--- config.mk ---
export PLATFORM = sky130hd
export DESIGN_NAME = tmds_channel_decoder
export DESIGN_NICKNAME = d
export VERILOG_FILES = /design/src/rtl/tmds_channel_decoder.sv
export SDC_FILE = /design/constraint.sdc
export NUM_CORES = 1
export LEC_CHECK = 0
export BUFFER_PORTS_ARGS = -buffer_cell sky130_fd_sc_hd__buf_4
export CAP_MARGIN = 20
export CORE_MARGIN = 4
export CORE_UTILIZATION = 48
export DETAILED_ROUTE_END_ITERATION = 10
export GPL_TIMING_DRIVEN = 0
export PLACE_DENSITY = 0.63
export SYNTH_ARGS = -nofsm -noshare
export SYNTH_HDL_FRONTEND = slang
export SYNTH_SLANG_ARGS = --single-unit
export TNS_END_PERCENT = 1
--- constraint.sdc ---
create_clock -name clk -period 5.58 [get_ports clk]
set_clock_uncertainty 0.2 [all_clocks]
set_input_delay 1.116 -clock clk [delete_from_list [all_inputs] [get_ports clk]]
set_output_delay 1.116 -clock clk [all_outputs]
set_load 0.005 [all_outputs]
--- src/rtl/tmds_channel_decoder.sv ---
// tmds_channel_decoder
// Receive-side TMDS decoder for one HDMI channel in the pixel clock domain.
// Finds the 10-bit word boundary from blanking control tokens by stepping a
// bit offset through a two-word window. No external bitslip is needed.
// Decodes video bytes and {C1,C0} control, and flags data-enable.
//
// Optional build macro: TMDS_DEC_ERRCNT_EN adds o_err_count, a saturating
// count of LOCKED->SEARCH transitions.
module tmds_channel_decoder #(
  parameter int LOCK_COUNT     = 8,
  parameter int SEARCH_WINDOW  = 1024,
  parameter int UNLOCK_TIMEOUT = 4096
) (
  input  logic        clk,
  input  logic        reset,
  input  logic [9:0]  i_tmds_word,
  output logic [7:0]  o_data,
  output logic [1:0]  o_ctrl,
  output logic        o_de,
  output logic        o_locked,
  output logic [3:0]  o_slip_offset
`ifdef TMDS_DEC_ERRCNT_EN
  ,
  output logic [15:0] o_err_count
`endif
);

  localparam int MAX_A   = (LOCK_COUNT > SEARCH_WINDOW) ? LOCK_COUNT : SEARCH_WINDOW;
  localparam int MAX_CNT = (MAX_A > UNLOCK_TIMEOUT) ? MAX_A : UNLOCK_TIMEOUT;
  localparam int CNT_W   = $clog2(MAX_CNT + 1);

  localparam logic [CNT_W-1:0] LOCK_LAST   = CNT_W'(LOCK_COUNT - 1);
  localparam logic [CNT_W-1:0] SEARCH_LAST = CNT_W'(SEARCH_WINDOW - 1);
  localparam logic [CNT_W-1:0] UNLOCK_AT   = CNT_W'(UNLOCK_TIMEOUT);

  // Control tokens as they appear on the aligned word (bit0 first on wire).
  localparam logic [9:0] TOK_C00 = 10'b1101010100;
  localparam logic [9:0] TOK_C01 = 10'b0010101011;
  localparam logic [9:0] TOK_C10 = 10'b0101010100;
  localparam logic [9:0] TOK_C11 = 10'b1010101011;

  // Words ignored after a slip while the new offset works through the pipe.
  localparam logic [1:0] FLUSH_WORDS = 2'd2;

  typedef enum logic [0:0] {
    SEARCH = 1'b0,
    LOCKED = 1'b1
  } state_t;

  // Counter step that holds at full scale instead of wrapping.
  function automatic logic [CNT_W-1:0] cnt_sat_inc(input logic [CNT_W-1:0] c);
    return (&c) ? c : c + CNT_W'(1);
  endfunction

  // 16-bit event counter step, holds at 16'hFFFF.
  function automatic logic [15:0] err_sat_inc(input logic [15:0] c);
    return (&c) ? c : c + 16'd1;
  endfunction

  // Undo the TMDS transition-minimising code: optional inversion flagged by
  // bit 9, then XOR (bit 8 set) or XNOR chain between neighbouring bits.
  function automatic logic [7:0] tmds_decode(input logic [9:0] w);
    logic [7:0] d;
    logic [7:0] o;
    d    = w[9] ? ~w[7:0] : w[7:0];
    o    = '0;
    o[0] = d[0];
    for (int i = 1; i < 8; i++) begin
      o[i] = w[8] ? (d[i] ^ d[i-1]) : ~(d[i] ^ d[i-1]);
    end
    return o;
  endfunction

  logic [9:0]       word_p0;     // newest deserialized word
  logic [9:0]       word_p1;     // previous word
  logic [19:0]      win;         // two-word window the offset selects from
  logic [9:0]       slice;
  logic [9:0]       aligned_p2;  // word on the current boundary guess

  state_t           state;
  state_t           state_n;
  logic [3:0]       offset;
  logic [3:0]       offset_n;
  logic [CNT_W-1:0] tok_cnt;
  logic [CNT_W-1:0] tok_cnt_n;
  logic [CNT_W-1:0] idle_cnt;
  logic [CNT_W-1:0] idle_cnt_n;
  logic [1:0]       flush_cnt;
  logic [1:0]       flush_cnt_n;

  logic             is_tok;
  logic [1:0]       tok_val;
  logic [7:0]       data_dec;

  // Older word sits in the low half, so offset 0 selects it unshifted and
  // larger offsets borrow the leading bits of the newer word.
  assign win   = {word_p0, word_p1};
  assign slice = 10'(win >> offset);

  // Stage p0/p1: two-word capture; stage p2: boundary-aligned word.
  always_ff @(posedge clk) begin
    if (reset) begin
      word_p0    <= '0;
      word_p1    <= '0;
      aligned_p2 <= '0;
    end else begin
      word_p0    <= i_tmds_word;
      word_p1    <= word_p0;
      aligned_p2 <= slice;
    end
  end

  // Classify the aligned word as one of the four control tokens or data.
  always_comb begin
    is_tok  = 1'b1;
    tok_val = 2'b00;
    case (aligned_p2)
      TOK_C00: tok_val = 2'b00;
      TOK_C01: tok_val = 2'b01;
      TOK_C10: tok_val = 2'b10;
      TOK_C11: tok_val = 2'b11;
      default: is_tok  = 1'b0;
    endcase
  end

  assign data_dec = tmds_decode(aligned_p2);

  // Alignment FSM state and counters.
  always_ff @(posedge clk) begin
    if (reset) begin
      state     <= SEARCH;
      offset    <= '0;
      tok_cnt   <= '0;
      idle_cnt  <= '0;
      flush_cnt <= '0;
    end else begin
      state     <= state_n;
      offset    <= offset_n;
      tok_cnt   <= tok_cnt_n;
      idle_cnt  <= idle_cnt_n;
      flush_cnt <= flush_cnt_n;
    end
  end

  // Next-state logic: search for a run of tokens, slip when a window passes
  // with none, and drop lock after a long token drought.
  always_comb begin
    state_n     = state;
    offset_n    = offset;
    tok_cnt_n   = tok_cnt;
    idle_cnt_n  = idle_cnt;
    flush_cnt_n = flush_cnt;
    case (state)
      SEARCH: begin
        if (flush_cnt != 2'd0) begin
          // Words still carry the previous offset; do not count them.
          flush_cnt_n = flush_cnt - 2'd1;
        end else if (is_tok) begin
          // A token both advances the lock run and ends any idle stretch,
          // so a lock can never coincide with a slip.
          idle_cnt_n = '0;
          if (tok_cnt >= LOCK_LAST) begin
            state_n   = LOCKED;
            tok_cnt_n = '0;
          end else begin
            tok_cnt_n = cnt_sat_inc(tok_cnt);
          end
        end else begin
          tok_cnt_n = '0;
          if (idle_cnt >= SEARCH_LAST) begin
            offset_n    = (offset == 4'd9) ? 4'd0 : offset + 4'd1;
            idle_cnt_n  = '0;
            flush_cnt_n = FLUSH_WORDS;
          end else begin
            idle_cnt_n = cnt_sat_inc(idle_cnt);
          end
        end
      end
      LOCKED: begin
        if (idle_cnt >= UNLOCK_AT) begin
          // Keep the offset: the link most likely just stalled.
          state_n    = SEARCH;
          tok_cnt_n  = '0;
          idle_cnt_n = '0;
        end else if (is_tok) begin
          idle_cnt_n = '0;
        end else begin
          idle_cnt_n = cnt_sat_inc(idle_cnt);
        end
      end
      default: begin
        state_n = SEARCH;
      end
    endcase
  end

  // Stage p3: registered outputs, driven from the next state so o_locked
  // rises together with the first locked o_de/o_ctrl value.
  always_ff @(posedge clk) begin
    if (reset) begin
      o_data   <= '0;
      o_ctrl   <= '0;
      o_de     <= 1'b0;
      o_locked <= 1'b0;
    end else if (state_n == LOCKED) begin
      o_locked <= 1'b1;
      if (is_tok) begin
        o_de   <= 1'b0;
        o_ctrl <= tok_val;
        o_data <= '0;
      end else begin
        o_de   <= 1'b1;
        o_data <= data_dec;
      end
    end else begin
      o_data   <= '0;
      o_ctrl   <= '0;
      o_de     <= 1'b0;
      o_locked <= 1'b0;
    end
  end

  assign o_slip_offset = offset;

`ifdef TMDS_DEC_ERRCNT_EN
  // Count every loss of lock.
  always_ff @(posedge clk) begin
    if (reset) begin
      o_err_count <= '0;
    end else if (state == LOCKED && state_n == SEARCH) begin
      o_err_count <= err_sat_inc(o_err_count);
    end
  end
`endif

endmodule
Word-level counts from Yosys, hierarchy flattened:

Cells that the tools add are included.

* memories: 0
* input port bits: 12
* output and inout bits: 16
* flip-flop bits (word level): 75
* ROM bits: 0
* bits in latches: 0
* RAM bits: 0

* bitwise operators: 19
* multiply operators: 0
* reductions and logical operators: 10
* div/mod/pow operators: 0
* eq/ne operators: 9
* add/subtract/negate cells: 4
* shifts and indexed selects: 1
* magnitude comparators: 3
* multiplexer cells: 34

Operators with widths (number)
* 13-bit two-way mux: 11
* 13-bit one-hot mux with 2 select lines: 2
* 13-bit by 1-bit adder with 13-bit output (second input constant): 2
* 13-bit AND reduction: 2
* 10-bit == test (second input constant): 2
* 20-bit by 4-bit >> shifter with 10-bit output: 1
* 1-bit two-way mux: 14
* 13-bit by 10-bit greater-or-equal comparator with 1-bit output (second input constant): 1
* 13-bit greater-or-equal comparator (second input constant): 1
* 13-bit by 3-bit greater-or-equal comparator with 1-bit output (second input constant): 1
* 1-bit inverter: 11
* 10-bit by 8-bit == test with 1-bit output (second input constant): 1
* 10-bit by 9-bit == test with 1-bit output (second input constant): 1
* 8-bit two-way mux: 1
* 8-bit inverter: 1
* 1-bit XOR: 7
* 2-bit two-way mux: 3
* 2-bit one-hot mux with 3 select lines: 1
* 3-bit AND reduction: 2
* 4-bit by 1-bit adder with 4-bit output (second input constant): 1
* 4-bit == test (second input constant): 1
* 4-bit two-way mux: 1
* 2-bit by 1-bit != test with 1-bit output (second input constant): 2
* 4-bit != test (second input constant): 1
* 8 further kinds: 9

Logic depth before layout (Yosys ltp):

* depth in word-level cells: 8
* depth in mapped cells: 11
* depth with buffers taken out: 8

Worst setup path after synthesis:

OpenSTA, ideal clock, no wires.

* path type: input to register
* start point: input reset
* end point: register idle_cnt[12]
* stages: 7
* path buffers: 3
* required time: 5.316 ns
* arrival: 2.302 ns
* setup time: 0.064 ns
* setup slack: 3.014 ns
* cells stage by stage: clkbuf_1 or4_4 buf_6 inv_6 a211oi_4 buf_8 nor2_2

RTL lines
* start: declaration: RTL line 15 `input logic reset,`
* end signal: assignment: RTL line 140 `idle_cnt <= idle_cnt_n;`
* end: declaration: RTL line 86 `logic [CNT_W-1:0] idle_cnt;`

Worst setup path in the final report:

* start point: register idle_cnt[0]
* end point: register idle_cnt[1]

* cells in the longest elaborated chain, start to end: 6

RTL lines
* 13-bit by 1-bit adder with 13-bit output or 13-bit AND reduction (tied branches): RTL line 52 `return (&c) ? c : c + CNT_W'(1);`
* 13-bit two-way mux: RTL line 52
* 13-bit two-way mux: RTL line 170 `if (idle_cnt >= SEARCH_LAST) begin`
* 13-bit two-way mux: RTL line 158 `end else if (is_tok) begin`
* 13-bit two-way mux: RTL line 155 `if (flush_cnt != 2'd0) begin`
* 13-bit one-hot mux with 2 select lines (*): RTL line 153 `case (state)`

Every way passes the cells marked *; elsewhere a longest branch is shown, timed or not. The select of a mux whose other input is x is not followed.
A chain may end at the register's enable or synchronous reset.

==> summary.txt <==
SYNTHESIS
----------------------------------------------------------------------------------
Post-synth cell types                                                           54
Average footprint of a synthesized cell                                  9.561 µm²
Count of state elements after synthesis                                         74
Cell types occupying the most area after synthesis                    sky130_fd_sc_hd__dfxtp_1 (40%), sky130_fd_sc_hd__mux4_2 (7.3%), sky130_fd_sc_hd__xnor2_1 (5.7%)
Synth Cell Area                                                           3710 µm²
Commonest cells in the synthesized netlist                            sky130_fd_sc_hd__dfxtp_1 (74), sky130_fd_sc_hd__nor2_1 (46), sky130_fd_sc_hd__nor2b_1 (24), sky130_fd_sc_hd__xnor2_1 (24), sky130_fd_sc_hd__a21oi_1 (22)
Most frequent cell after synthesis                                    sky130_fd_sc_hd__dfxtp_1
Share of synthesized registers carrying an async set or reset                    0
Syn. warnings                                                                    0
Synthesized instance count                                                     388
Top flip-flop cell by instance count after synthesis                  sky130_fd_sc_hd__dfxtp_1
Post-Syn Nets                                                                  413
Top cell type's share of synthesized area                                   0.3993
Area leader, netlist                                                  sky130_fd_sc_hd__dfxtp_1
Sequential-to-total area share from yosys stat                              0.3993
EDFF count, synth                                                                0

CLOCK NETWORK
----------------------------------------------------------------------------------
Number of buffers added by the clock tree synthesis step                         9
Total number of clock tree sinks                                                74
Clk Latency, worst-skew pair                                               0.34 ns
Hold buffers post-CTS                                                            0
CTS H-Tree Depth                                                                 3
Post-cts repair resize count                                                     0
Clock root cell                                                       sky130_fd_sc_hd__clkbuf_8
Buffer count from post-CTS setup fixing                                          0
Clock transition at the registers of the reported paths                    0.08 ns
Max Buffers Root-to-Sink                                                         2
Clock tree from TritonCTS                                                     done

POWER AND IR DROP
----------------------------------------------------------------------------------
Fraction of power consumed by sequential logic                               0.488
Standby leakage power                                                     1.556 nW
Fraction of power spent switching nets                                      0.2573
Total power of the final layout                                         0.001173 W
Net switching power                                                    0.0003018 W
Internal power component                                               0.0008712 W
Clk network pwr share                                                        0.371
Power density relative to cell area                                   276.9 nW/µm²
Maximum resistive drop on vdd                                            0.1465 mV
Portion of total power attributed to combinational logic                     0.140

CRITICAL PATH
----------------------------------------------------------------------------------
Reg-to-reg endpoint                                                    idle_cnt[1]
Arrival time at the worst endpoint                                         2.47 ns
Worst r2r path cells                                                             6
Req. time, crit path                                                       5.61 ns
CP Launch Type                                                           flip-flop
Critical path endpoint category                                          flip-flop
Startpoint of the worst register-to-register path                      idle_cnt[0]
Critical path class                                                   flip-flop to flip-flop
R2R Setup Slk                                                              3.13 ns
Crit Path Max Fanout                                                            10

GLOBAL ROUTING
----------------------------------------------------------------------------------
First-pass GRT wire length                                                12.03 mm
Maximum number of pins on one net before global-route repair                    13
Initial antenna violation count                                                  0
Global routing usage summed across all routing layers                       0.1685
Vias in the first global route                                                2550
Total congestion overflow after global routing                                   0

ROUTE
----------------------------------------------------------------------------------
Detailed-route wire length                                                7.198 mm
DR vias/cell                                                                 5.199
Number of detailed-routing iterations run before antenna repair                  4
Wirelength per Cell                                                       13.63 µm
DR vias                                                                       2745
Post-detailed-route count of antenna-violating nets                              0
DRC violations left                                                              0
Initial DRC count                                                              110

HOLD PATH
----------------------------------------------------------------------------------
Startpoint of the most critical hold path                              tok_cnt[12]
Terminating pin of the worst hold path                                 tok_cnt[12]
Hold/Removal Path Class                                               flip-flop to flip-flop
Worst hold path depth                                                            2

PLACED DESIGN
----------------------------------------------------------------------------------
HPWL after DPL                                                            5.496 mm
Placer Congestion                                                           0.8575
Number of buffer cells added on primary ports                                   26
Total placed instance area                                                4029 µm²

CELLS AND AREA
----------------------------------------------------------------------------------
Antenna diode count                                                              0
Final cell area excluding filler cells                                    4237 µm²
Layout Area Growth over Synthesis                                           14.20%
Layout filler cell count                                                       700
Share of final-layout standard cells stronger than drive strength 1         0.2075
Final Net Count                                                                450
Final standard cell utilization of the core                                 0.5749

STA
----------------------------------------------------------------------------------
Max-slew headroom at the worst pin                                          0.4530
Setup repair after global routing missed its margin                             no
Maximum operating frequency                                              408.6 MHz
Tightest Pin Transition                                                  0.8138 ns
Fin Setup TNS                                                                 0 ns
Final worst path period need                                              2.448 ns
Final setup vio count                                                            0
Number of max-slew violations in the final report                                0
Share of the clock period used by the worst path after layout               0.4386
Number of hold-slack violations in the final timing report                       0

DIE
----------------------------------------------------------------------------------
Ports                                                                           28
Die ar.                                                                   9200 µm²
Die Y-Extent                                                              95.92 µm
Placeable core region                                                     7370 µm²
Std-Cell Rows                                                                   31
Initial core utilization                                                    0.5034
Floorplan die width                                                       95.92 µm

RUN
----------------------------------------------------------------------------------
Count of maximum capacitance violations                                          0

RUN STATUS
----------------------------------------------------------------------------------
Status                                                                complete, no violations

## through the flow
step	instances	hold WS [ns]	setup WS, ns
6_report	528	0.2773	3.132
5_1_grt	528	0.3171	2.849
4_1_cts	528	0.2832	3.123
3_5_place_dp	513	0.2646	2.835
3_3_place_gp	513	0.2608	2.814
2_1_floorplan	388	0.2381	3.014
## routing by layer
metal | global-route usage | wire, µm | up-vias
met1 | 0.2296 | 3555 | 1247
met2 | 0.2606 | 3182 | 70
met3 | 0.03440 | 358 | 11
met5 | 0 | 0 | -
met4 | 0.06872 | 102 | 0
li1 | - | - | 1417
## power by group through the flow
stage | sequential, W | clock (W) | combinational, W
finish | 0.000573 | 0.000436 | 0.000164
global route | 0.000578 | 0.000471 | 0.000184
floorplan | 0.000578 | 0 | 0.000130
global placement | 0.000584 | 0 | 0.000159
CTS | 0.000573 | 0.000448 | 0.000165
detailed placement | 0.000586 | 0 | 0.000164
## worst max-delay path, cell delays in order (launching register included)
cell	delay, ns
sky130_fd_sc_hd__dfxtp_1	0.44
sky130_fd_sc_hd__ha_1	0.25
sky130_fd_sc_hd__nand3_1	0.13
sky130_fd_sc_hd__nor4_2	0.70
sky130_fd_sc_hd__a21boi_0	0.34
sky130_fd_sc_hd__mux2i_1	0.21
sky130_fd_sc_hd__nor2_1	0.06
## final cells by class
cell class	instances	area [µm²]	area share
multi-input cells	273	2028	0.4787
flip-flops and latches	74	1481	0.3497
repair buffers	26	195.2	0.04607
clock buffers	10	127.6	0.03012
well taps	99	123.9	0.02924
plain buffers	21	120.1	0.02835
clock inverters	5	80.08	0.01890
inverters	20	80.08	0.01890
## cell families (layout without fill, tap and decap cells)
| family | Yosys count | after routing | synth area share |
|---|---|---|---|
| compound gates | 58 | 58 | 0.1093 |
| xor+xnor | 25 | 25 | 0.05902 |
| buf+inv | 41 | 82 | 0.05396 |
| fa+ha+maj | 13 | 13 | 0.04385 |
| flops | 74 | 74 | 0.3993 |
| mux | 31 | 31 | 0.1255 |
| simple gates | 146 | 146 | 0.2091 |
## cells in the final DEF (no fill, tap or decap), types with 3 or more instances in the layout
cell type,netlist,final
sky130_fd_sc_hd__a211oi_1,17,17
sky130_fd_sc_hd__a21oi_1,22,22
sky130_fd_sc_hd__and2_1,6,6
sky130_fd_sc_hd__buf_2,6,6
sky130_fd_sc_hd__buf_4,0,26
sky130_fd_sc_hd__buf_6,3,3
sky130_fd_sc_hd__clkbuf_1,9,10
sky130_fd_sc_hd__clkbuf_8,0,9
sky130_fd_sc_hd__dfxtp_1,74,74
sky130_fd_sc_hd__ha_1,13,13
sky130_fd_sc_hd__inv_1,18,18
sky130_fd_sc_hd__mux2_2,4,4
sky130_fd_sc_hd__mux2i_1,15,15
sky130_fd_sc_hd__mux4_2,12,12
sky130_fd_sc_hd__nand2_1,21,21
sky130_fd_sc_hd__nand3_1,9,9
sky130_fd_sc_hd__nand4_1,3,3
sky130_fd_sc_hd__nor2_1,46,46
sky130_fd_sc_hd__nor2_2,10,10
sky130_fd_sc_hd__nor2b_1,24,24
sky130_fd_sc_hd__nor3_1,5,5
sky130_fd_sc_hd__nor4_1,6,6
sky130_fd_sc_hd__xnor2_1,24,24
## state kept, by name, summed over array words and instances, names as in the netlist, 2 cells and up
signal and count:
o_slip_offset 4, aligned_p2 10, tok_cnt 13, idle_cnt 13, word_p0 10, flush_cnt 2, word_p1 10, o_ctrl 2
o_data 8
## how the worst max path moves through the flow
stage,startpoint,to,slack (ns),cells after the start
after CTS,idle_cnt[0],idle_cnt[1],3.12,6
final,idle_cnt[0],idle_cnt[1],3.13,6
after global routing,idle_cnt[0],idle_cnt[1],2.85,6
after global placement,reset,o_slip_offset[1],2.81,4
after floorplan,reset,idle_cnt[12],3.01,7
after detailed placement,reset,aligned_p2[7],2.84,4
No activity file was read; power rests on OpenSTA's default activity.
